--- src/rtl/craft_pkg.sv ---
// Shared CRAFT definitions: round counts, RC LFSR constants and steps,
// the tweak permutation Q and the tweakey stream FSM states.
package craft_pkg;

    localparam int NUM_ROUNDS = 32;

    localparam logic [3:0] RC_A_INIT = 4'h1;
    localparam logic [2:0] RC_B_INIT = 3'h1;
    localparam logic [3:0] A_START   = 4'h8;
    localparam logic [2:0] B_START   = 3'h5;

    // Entry i (nibble i, MSB first) is the source nibble of Q(T) nibble i.
    localparam logic [63:0] Q_PERM = 64'hCAF5_E892_B374_601D;

    typedef enum logic {
        IDLE,
        STREAM
    } state_t;

    function automatic logic [63:0] q_permutation(input logic [63:0] t);
        logic [63:0] q;
        logic [3:0]  p;
        q = '0;
        for (int i = 0; i < 16; i++) begin
            p = Q_PERM[(15 - i) * 4 +: 4];
            q[(15 - i) * 4 +: 4] = t[{~p, 2'b00} +: 4];
        end
        return q;
    endfunction

    function automatic logic [3:0] rc_a_fwd(input logic [3:0] a);
        return {a[1] ^ a[0], a[3:1]};
    endfunction

    function automatic logic [2:0] rc_b_fwd(input logic [2:0] b);
        return {b[1] ^ b[0], b[2:1]};
    endfunction

    function automatic logic [3:0] rc_a_inv(input logic [3:0] a);
        return {a[2:0], a[3] ^ a[0]};
    endfunction

    function automatic logic [2:0] rc_b_inv(input logic [2:0] b);
        return {b[1:0], b[2] ^ b[0]};
    endfunction

endpackage

--- src/rtl/craft_rc_lfsr_inv.sv ---
// CRAFT round-constant LFSR pair stepped backwards, one step per round.
module craft_rc_lfsr_inv
    import craft_pkg::*;
(
    input  logic       clk,
    input  logic       rst_n,
    input  logic       load,
    input  logic [3:0] load_a,
    input  logic [2:0] load_b,
    input  logic       step,
    output logic [7:0] rc
);

    logic [3:0] a;
    logic [2:0] b;

    always_ff @(posedge clk or negedge rst_n) begin
        if (!rst_n) begin
            a <= RC_A_INIT;
            b <= RC_B_INIT;
        end else if (load) begin
            a <= load_a;
            b <= load_b;
        end else if (step) begin
            a <= rc_a_inv(a);
            b <= rc_b_inv(b);
        end
    end

    assign rc = {a, 1'b0, b};

endmodule

--- src/rtl/craft_dec_tweakey_stream.sv ---
// CRAFT decryption tweakey source: streams round tweakeys 31..0 as
// nibbles over valid/ready, with the matching round constant.
module craft_dec_tweakey_stream
    import craft_pkg::*;
(
    input  logic         clk,
    input  logic         rst_n,
    input  logic [127:0] key,
    input  logic [63:0]  tweak,
    input  logic         start,
    input  logic         abort,
    output logic         busy,
    output logic [3:0]   out,
    output logic         out_valid,
    input  logic         out_ready,
    output logic [3:0]   nib_idx,
    output logic [4:0]   round_idx,
    output logic [7:0]   rc,
    output logic         last_nib,
    output logic         last_round,
    output logic         done
);

    localparam logic [4:0] LAST_ROUND_IDX = 5'(NUM_ROUNDS - 1);

    state_t       state;
    logic [127:0] key_q;
    logic [63:0]  tweak_q;
    logic [3:0]   nib;
    logic [4:0]   round;

    logic         hs;
    logic         accept;
    logic         step;
    logic [63:0]  half;
    logic [63:0]  term;
    logic [63:0]  tk;

    assign hs     = out_valid & out_ready;
    assign accept = (state == IDLE) & start & ~abort;
    assign step   = hs & ~abort & (&nib) & (round != 5'd0);

    always_ff @(posedge clk or negedge rst_n) begin
        if (!rst_n) begin
            state     <= IDLE;
            key_q     <= '0;
            tweak_q   <= '0;
            nib       <= '0;
            round     <= '0;
            busy      <= 1'b0;
            out_valid <= 1'b0;
            done      <= 1'b0;
        end else begin
            done <= 1'b0;
            if (abort) begin
                state     <= IDLE;
                busy      <= 1'b0;
                out_valid <= 1'b0;
            end else begin
                unique case (state)
                    IDLE: begin
                        if (start) begin
                            key_q     <= key;
                            tweak_q   <= tweak;
                            round     <= LAST_ROUND_IDX;
                            nib       <= '0;
                            state     <= STREAM;
                            busy      <= 1'b1;
                            out_valid <= 1'b1;
                        end
                    end
                    STREAM: begin
                        if (hs) begin
                            if (!(&nib)) begin
                                nib <= nib + 4'd1;
                            end else if (round != 5'd0) begin
                                nib   <= '0;
                                round <= round - 5'd1;
                            end else begin
                                state     <= IDLE;
                                busy      <= 1'b0;
                                out_valid <= 1'b0;
                                done      <= 1'b1;
                            end
                        end
                    end
                endcase
            end
        end
    end

    craft_rc_lfsr_inv u_rc (
        .clk    (clk),
        .rst_n  (rst_n),
        .load   (accept),
        .load_a (A_START),
        .load_b (B_START),
        .step   (step),
        .rc     (rc)
    );

    // Even rounds use K0, odd rounds K1; rounds 2,3 mod 4 use Q(T).
    always_comb begin
        half = round[0] ? key_q[63:0] : key_q[127:64];
        term = round[1] ? q_permutation(tweak_q) : tweak_q;
        tk   = half ^ term;
    end

    assign out        = tk[{~nib, 2'b00} +: 4];
    assign nib_idx    = nib;
    assign round_idx  = round;
    assign last_nib   = &nib;
    assign last_round = (round == 5'd0);

endmodule

--- config.mk ---
export PLATFORM = sky130hd
export DESIGN_NAME = craft_dec_tweakey_stream
export DESIGN_NICKNAME = d
export VERILOG_FILES = /design/src/rtl/craft_pkg.sv /design/src/rtl/craft_rc_lfsr_inv.sv /design/src/rtl/craft_dec_tweakey_stream.sv
export SDC_FILE = /design/constraint.sdc
export NUM_CORES = 1
export LEC_CHECK = 0
export CELL_PAD_IN_SITES_DETAIL_PLACEMENT = 0
export CELL_PAD_IN_SITES_GLOBAL_PLACEMENT = 1
export CORE_UTILIZATION = 39
export DETAILED_ROUTE_END_ITERATION = 8
export GPL_TIMING_DRIVEN = 0
export PLACE_DENSITY_LB_ADDON = 0.1
export REMOVE_ABC_BUFFERS = 1
export SYNTH_ARGS = -nofsm -noshare
export SYNTH_HDL_FRONTEND = slang
export SYNTH_SLANG_ARGS = --single-unit
--- constraint.sdc ---
create_clock -name clk -period 3 [get_ports clk]
set_input_delay 0.45 -clock clk [delete_from_list [all_inputs] [get_ports clk]]
set_output_delay 0.45 -clock clk [all_outputs]
set_load 0.02 [all_outputs]
Yosys cells after proc, flatten, opt, wreduce, memory -nomap -nowiden
Index checks and enable logic that the tools add are counted.

operators by class
  bitwise operators = 12
  eq/ne operators = 9
  reduce and logical (&&, ||, !) cells = 8
  multiplexer cells = 33
  $add $sub $neg = 2
  shift-type cells = 1

operator list
  kind                                               count
  two-way mux 64 bit                                 2
  indexed part select 64 x 7 -> 4 bit                1
  XOR 64 bit                                         1
  two-way mux 4 bit                                  6
  two-way mux 5 bit                                  4
  two-way mux 1 bit                                  15
  AND reduction 4 bit                                3
  one-hot mux 5 bit (2 select lines)                 1
  != test 3 bit (second input constant)              3
  one-hot mux 4 bit (2 select lines)                 1
  bitwise AND 1 bit                                  6
  two-way mux 3 bit                                  2
  != test 3 x 2 -> 1 bit (second input constant)     2
  logical NOT 5 bit                                  1
  AND reduction 5 bit                                1
  nonzero test 5 bit                                 1
  subtractor 5 x 1 -> 5 bit (second input constant)  1
  adder 4 x 1 -> 4 bit (second input constant)       1
  != test 2 x 1 -> 1 bit (second input constant)     2
  != test 2 bit (second input constant)              2
  inverter 4 bit                                     1
  one-hot mux 1 bit (2 select lines)                 2
  AND reduction 3 bit                                1
  inverter 1 bit                                     2
  2 further kinds                                    3

word-level totals
  input bits = 197
  output and inout port bits = 26
  register bits after elaboration = 211
  logic and storage cells = 74

Longest topological paths before layout
Gate-level depths: netlist (run 1).

  depth after elaboration = 6
  mapped depth = 10

Cells and area by module
From an unflattened synthesis (run 1), not the netlist that was laid out.

unflattened totals
  cells, all modules = 1177
  area, all modules = 10646.5 sq um

by module, submodules not included
  module                    area each (sq um)  instances  cells each  sequential area each (sq um)
  craft_dec_tweakey_stream  10282.4            1          1143        5104.9
  craft_rc_lfsr_inv         364.1              1          34          177.7

Worst setup path before layout (run 1)
No wires, ideal clock.

  path type = reg2reg
  start point = register round[0], in the netlist round_idx[0]
  end point = register round[3], in the netlist round_idx[3]
  setup slack = 0.031 ns
  library setup time = 0.134 ns
  arrival time = 2.836 ns
  path buffers = 3
  stages on the path, launching flop included = 11
  cells stage by stage = dfrtp_1 > clkbuf_1 > buf_6 > buf_6 > inv_1 > ha_1 > nor4b_1 > o21ai_0 > nand3_1 > xor2_1 > nand2_1

between the ends
  cells in the longest elaborated chain, start to end = 5
  elaborated cells on any way between the ends = 8
  those cells by class = add/sub (1); eq/ne (1); mux (4); reduce/logical (2)

RTL lines
  element                             line                            text
  start, declared                     craft_dec_tweakey_stream.sv:30  logic [4:0] round;
  start signal, assigned              craft_dec_tweakey_stream.sv:78  round <= round - 5'd1;
  subtractor 5 x 1 -> 5 bit           craft_dec_tweakey_stream.sv:78
  two-way mux 5 bit                   craft_dec_tweakey_stream.sv:76  end else if (round != 5'd0) begin
  two-way mux 5 bit                   craft_dec_tweakey_stream.sv:74  if (!(&nib)) begin
  two-way mux 5 bit                   craft_dec_tweakey_stream.sv:73  if (hs) begin
  one-hot mux 5 bit (2 select lines)  craft_dec_tweakey_stream.sv:60  unique case (state)

Several ways; a longest one is shown, not always the timed one. The select of a mux whose other input is x is not followed.
A chain may end at the register's enable or synchronous reset.

Worst setup path after layout (run 1)
  start point = register round[0], in the netlist round_idx[0]
  end point = output out[1]

between the ends
  cells in the longest elaborated chain, start to end = 3

RTL lines
  element                              line                             text
  two-way mux 64 bit                   craft_dec_tweakey_stream.sv:104  half = round[0] ? key_q[63:0] : key_q[127:64];
  XOR 64 bit                           craft_dec_tweakey_stream.sv:106  tk = half ^ term;
  indexed part select 64 x 7 -> 4 bit  craft_dec_tweakey_stream.sv:109  assign out = tk[{~nib, 2'b00} +: 4];
  end, declared                        craft_dec_tweakey_stream.sv:13   output logic [3:0] out,

No other way between the ends.

==> results of run 1 <==
## stage by stage
step                      worst slack (ns)  setup TNS, ns  hold WS (ns)  utilization, %  cell area, um2
after detailed placement           -0.6461         -2.544        0.4614           49.89           13150
after CTS                          -0.1741        -0.6054        0.4274           53.87           14200
final                              -0.1710        -0.6129        0.4448           54.84           14450
after floorplan                     -3.974        -778.76        0.1544               -           10230
after global placement              -8.734       -3340.04        0.4564           48.79           12860
after global routing               -0.2865         -1.030        0.4405           54.84           14450
## layout by cell type (no fill, tap or decap), types with 9 or more instances in the layout
| master | instances |
|---|---|
| nor2_1 | 9 |
| mux2i_2 | 18 |
| buf_4 | 9 |
| clkdlybuf4s50_1 | 215 |
| mux2i_1 | 145 |
| nand2_1 | 592 |
| xor2_1 | 67 |
| buf_12 | 17 |
| clkbuf_16 | 28 |
| dfrtp_1 | 203 |
## final timing paths
path | startpoint | endpoint | slack [ns] | depth (start not counted)
setup reg to reg | round_idx[0]$_DFFE_PN0P_ | u_rc.a[3]$_DFFE_PN0P_ | 0.45 | 8
min in group asynchronous | rst_n | key_q[72]$_DFFE_PN0P_ | 0.54 | 2
hold reg to reg | key_q[16]$_DFFE_PN0P_ | key_q[16]$_DFFE_PN0P_ | 0.47 | 2
setup / recovery | round_idx[0]$_DFFE_PN0P_ | out[1] | -0.17 | 9
max in group asynchronous | rst_n | round_idx[1]$_DFFE_PN0P_ | 1.41 | 3
hold / removal | key[39] | key_q[39]$_DFFE_PN0P_ | 0.44 | 3
## power by group through the flow
stage | logic, W | registers [W] | clock network [W]
floorplan | 0.00139 | 0.00366 | 0
global placement | 0.00212 | 0.00379 | 0
detailed placement | 0.00214 | 0.00372 | 0
CTS | 0.00238 | 0.00360 | 0.00298
global route | 0.00277 | 0.00367 | 0.00309
finish | 0.00251 | 0.00361 | 0.00290
## repair_timing
action	in CTS	in global routing
cloned	1	3
buffers inserted	11	7
endpoints found under the setup margin	15	5
hold buffers	1	0
gates resized for setup	39	23
endpoints found under the hold margin	4	0
pin swaps	1	5
## kinds of logic after synthesis
kind of cell	Yosys count	share of synthesized area, %
flops	211	49.94
xor+xnor	67	5.548
other cells	1	0.03545
buf+inv	73	3.418
fa+ha+maj	2	0.2365
mux	177	17.70
compound gates	14	0.6861
simple gates	621	22.44
## final cells by class
type	instances	area, um2	area share (%)
inverters	3	11.26	0.07792
repair buffers	254	2845	19.69
multi-input cells	882	5101	35.30
well taps	335	419.2	2.900
clock buffers	37	720.7	4.987
clock inverters	5	53.80	0.3723
flip-flops and latches	211	5300	36.68
## state kept, by name, summed over array words and instances (netlist names)
register   cells
round_idx      5
key_q        128
out_valid      1
done           1
u_rc.a         4
u_rc.b         3
tweak_q       64
state          1
nib_idx        4
## worst register-to-register path, delay by kind of cell (launching register included)
family / cells / cell delay (ns)
adders and majority gates: 1 / 0.23
muxes: 1 / 0.28
DFF: 1 / 0.43
buffers and inverters: 3 / 0.42
and+or+nand+nor: 3 / 1.02
## per-layer routing
| layer | GRT usage, % | vias up | part of all wire, % |
|---|---|---|---|
| met5 | 0 | - | 0 |
| met4 | 4.147 | 0 | 1.5 |
| met3 | 3.208 | 32 | 4.5 |
| met2 | 33.27 | 178 | 47 |
| met1 | 27.13 | 3809 | 47 |
| li1 | - | 4143 | - |
==> impl_metrics.json, run 1 <==
{
  "relSlewSlack_pct": 36.58,
  "total_power_w": 0.009016,
  "async_flop_share_pct": 100.0,
  "fin_crit_ns": 3.171,
  "status": "complete, but fails checks",
  "worst_ep_required_time_ns": 2.55,
  "avgViaCountPerCell": 4.726,
  "ir_drop_mv": 0.3152,
  "drv_cap": 0,
  "maxSlewViolCount": 0,
  "cts_root_buf": "clkbuf_16",
  "path_buf_inv": 4,
  "dpl.hpwl_um": 17340,
  "yosys.area.top_type": "dfrtp_1",
  "placed_cells": 1663,
  "port_buffers": 221,
  "syn_to_final_growth_pct": 36.62,
  "yosys_warnings": 0,
  "holdCritPathClass": "in2reg",
  "antenna_found_initial": 0,
  "switching_share_pct": 29.67,
  "clockBufferDepth": 3,
  "fp-row-count": 59,
  "clock_latency_ns": 0.53,
  "cts_sinks": 211,
  "hold_viol": 0,
  "violations": "setup timing",
  "start_kind": "register",
  "post-synth-top-count-cell": "nand2_1",
  "synthFlopType": "dfrtp_1",
  "cpLargestDelayFamily": "multiplexers",
  "start_util_pct": 40.14,
  "die_w_um": 166.7,
  "fin_cells": 1727,
  "p_clk_share_pct": 32.1,
  "path_class": "reg2out",
  "synth_common_cells": "nand2_1 (592), dfrtp_1 (209), mux2i_1 (169)",
  "synth_cells": 1166,
  "grt_max_degree": 112,
  "numCtsBuffers": 25,
  "fin_skew_ns": 0.01744,
  "cp_max_fo": 8,
  "ys_types": 28,
  "antennaDiodeCount": 0,
  "layout-drive-gt1-share_pct": 8.333,
  "htree_levels": 1,
  "gr-total-overflow": 0,
  "avgSynthCellArea_um2": 9.072,
  "cpMaxStageDelayCell": "dfrtp_4",
  "setup_viol": 4,
  "critPathArrivalTime_ns": 2.72,
  "wl_um": 27820,
  "synthTopCellsByArea": "dfrtp_1 (49%), nand2_1 (21%), mux2i_1 (16%)",
  "p_sw_w": 0.002675,
  "worst_slew_pin_slew_ns": 0.9435,
  "route.detailed.drc": 0,
  "fill_cells": 2397,
  "die_y_um": 166.7,
  "synth-edff-count": 0,
  "ys_ff_latch": 211,
  "via_count": 8162,
  "synth_area_um2": 10580,
  "grt_pass1_vias": 8433,
  "dr.pass1.iters": 4,
  "grtUsageTotal_pct": 19.86,
  "powerDensity_nw_per_um2": 623.9,
  "path_cells": "buf_6 -> buf_12 -> buf_12 -> mux2i_2 -> xor2_1 -> mux2i_1 -> mux4_2 -> mux2i_1 -> buf_4",
  "io_pins": 223,
  "clock.fmax_mhz": 315.4,
  "dieArea_um2": 27790,
  "finalNetCount": 1576,
  "leakage_nw": 7.317,
  "path_clk_slew_ns": 0.06,
  "synth_seq_area_share_pct": 49.94,
  "rsz0062_at_grt": "true",
  "core_um2": 26350,
  "grt_pass1_wl_um": 44220,
  "cts_tree": "yes",
  "synth_top_area_share_pct": 49.44,
  "wl_per_cell_um": 16.11,
  "power_frac_comb_pct": 27.8,
  "ant_nets": 0,
  "seq_power_share_pct": 40.1,
  "min_period_over_period_pct": 105.7,
  "cp-end-kind": "output pin",
  "dr.first_iter.drc_count": 454,
  "final.setup.worst_slack_ns": -0.1710,
  "routabilityCongestion": 0.7422,
  "internal_power_w": 0.006341,
  "cp_slowest_stage_delay_ns": 0.50
}
(Power assumes the default switching activity.)
==> run 2, diff against run 1 <==
--- a/config.mk
+++ b/config.mk
@@ -8,4 +8,5 @@
 export CELL_PAD_IN_SITES_DETAIL_PLACEMENT = 0
 export CELL_PAD_IN_SITES_GLOBAL_PLACEMENT = 1
+export CORE_ASPECT_RATIO = 2
 export CORE_UTILIZATION = 39
 export DETAILED_ROUTE_END_ITERATION = 8
==> constraint.sdc (replaced) <==
create_clock -name clk -period 3 [get_ports clk]
set_input_delay 0.45 -clock clk [delete_from_list [all_inputs] [get_ports clk]]
set_output_delay 0.45 -clock clk [all_outputs]
set_load 0.01 [all_outputs]
==> impl_metrics.json, run 2 (synthesis results as in run 1) <==
{
  "status": "complete, but fails checks",
  "violations": "setup timing",
  "setup_viol": 4,
  "met1_usage_pct": 25.55,
  "fill_cells": 2491,
  "total_power_w": 0.008830,
  "maxSlewViolCount": 0,
  "layout_common_cells": "nand2_1 (592), clkdlybuf4s50_1 (215), dfrtp_1 (205), mux2i_1 (149), xor2_1 (66)",
  "syn_to_final_growth_pct": 35.69,
  "dr.first_iter.drc_count": 409,
  "layout-drive-gt1-share_pct": 7.720,
  "clockBufferDepth": 3,
  "clock.fmax_mhz": 314.8,
  "largest_reg_flops": 128,
  "core_um2": 26490,
  "hold_viol": 0,
  "min_from": "key[95]",
  "antenna_found_initial": 1,
  "critPathArrivalTime_ns": 2.73,
  "powerDensity_nw_per_um2": 615.2,
  "cts_root_buf": "clkbuf_16",
  "dpl.hpwl_um": 18800,
  "avgViaCountPerCell": 4.776,
  "ant_nets": 0,
  "relSlewSlack_pct": 44.27,
  "cp_max_fo": 5,
  "path_clk_slew_ns": 0.06,
  "io_pins": 223,
  "start_util_pct": 39.94,
  "grt_pass1_wl_um": 47050,
  "die_w_um": 118.5,
  "grtUsageTotal_pct": 21.71,
  "leakage_nw": 7.294,
  "via_count": 8268,
  "rsz0062_at_grt": "true",
  "routabilityCongestion": 0.7260,
  "grt_pass1_vias": 8817,
  "min_period_over_period_pct": 105.9,
  "htree_levels": 1,
  "route.detailed.drc": 0,
  "critPathLaunch": "round_idx[0]$_DFFE_PN0P_",
  "drv_cap": 0,
  "port_buffers": 221,
  "final_core_util_pct": 54.19,
  "start_kind": "register",
  "fin_crit_ns": 3.177,
  "cts_tree": "yes",
  "cts_sinks": 211,
  "met3_usage_pct": 2.767,
  "cp-end-kind": "output pin",
  "fp-row-count": 84,
  "wl_per_cell_um": 17.00,
  "holdCritPathClass": "in2reg",
  "worst_slew_pin_slew_ns": 0.8340,
  "finalNetCount": 1569,
  "path_class": "reg2out",
  "final.setup.worst_slack_ns": -0.1767,
  "fin_skew_ns": 0.008126,
  "worst_ep_required_time_ns": 2.55,
  "top_usage_layer": "met2",
  "numCtsBuffers": 22,
  "regMostFlops": "key_q",
  "ir_drop_mv": 0.4264,
  "postPlaceCellArea_um2": 13160,
  "clock_latency_ns": 0.51,
  "use_met2_pct": 41.12,
  "dieArea_um2": 27820,
  "dr.pass1.iters": 5,
  "hold_slack_ns": 0.4623,
  "wl_um": 29430,
  "grt_max_degree": 120,
  "fin_tns_setup_ns": -0.5356,
  "die_y_um": 234.9,
  "gr-total-overflow": 0,
  "final_common_cell": "nand2_1",
  "final_area_um2": 14350,
  "timing.rr.start": "round_idx[0]$_DFFE_PN0P_"
}
[run 2: critical path: stages (launching register included)]
cell and delay, ns:
dfrtp_4 0.49, buf_6 0.13, buf_12 0.14, buf_12 0.15
mux2i_2 0.19, xor2_1 0.21, mux2i_1 0.09, mux4_2 0.48
mux2i_1 0.15, buf_2 0.17
[run 2: through the flow]
step | setup slack [ns] | std cells
floorplan | -3.974 | 1096
global placement | -8.985 | 1661
detailed placement | -0.6045 | 1672
CTS | -0.1927 | 1728
global route | -0.2738 | 1731
finish | -0.1767 | 1731
[run 2: path summary, 6_finish.rpt]
path                                             to  slack [ns]  cells after the start
max                                          out[1]       -0.18                      9
min                           key_q[95]$_DFFE_PN0P_        0.46                      3
max reg2reg                   u_rc.b[2]$_DFFE_PN0P_        0.46                     10
min reg2reg                   key_q[85]$_DFFE_PN0P_        0.47                      2
max in group asynchronous  round_idx[0]$_DFFE_PN0P_        1.32                      3
min in group asynchronous     key_q[72]$_DFFE_PN0P_        0.55                      2
[run 2: layout make-up]
type	count	area (um2)	share of cell area (%)
sequential	211	5295	36.89
multi-input combinational	882	5102	35.55
timing repair buffer	250	2794	19.47
clock buffer	29	608.1	4.237
tap	344	430.4	2.999
clock inverter	11	108.9	0.7584
inverter	3	11.26	0.07846
antenna	1	2.502	0.01744
[run 2: where the power goes]
group	switching [W]	internal (W)	leakage [nW]
Sequential	0.000331	0.00328	2.60
Combinational	0.00117	0.00129	4.33
Clock	0.00116	0.00160	0.360
Total	0.00266	0.00617	7.29
[run 2: layer usage]
metal  vias up  wire length [um]
met4         0               381
met2       155             16150
met1      3962             11820
met3        28              1084
li1       4123                 -
met5         -                 0
[run 2: repair_timing]
action,CTS,global route
hold buffers,1,0
pin swaps,7,2
cloned,5,1
gates resized for setup,54,8
buffers inserted,10,1
setup endpoints to repair,6,9
hold endpoints to repair,82,0
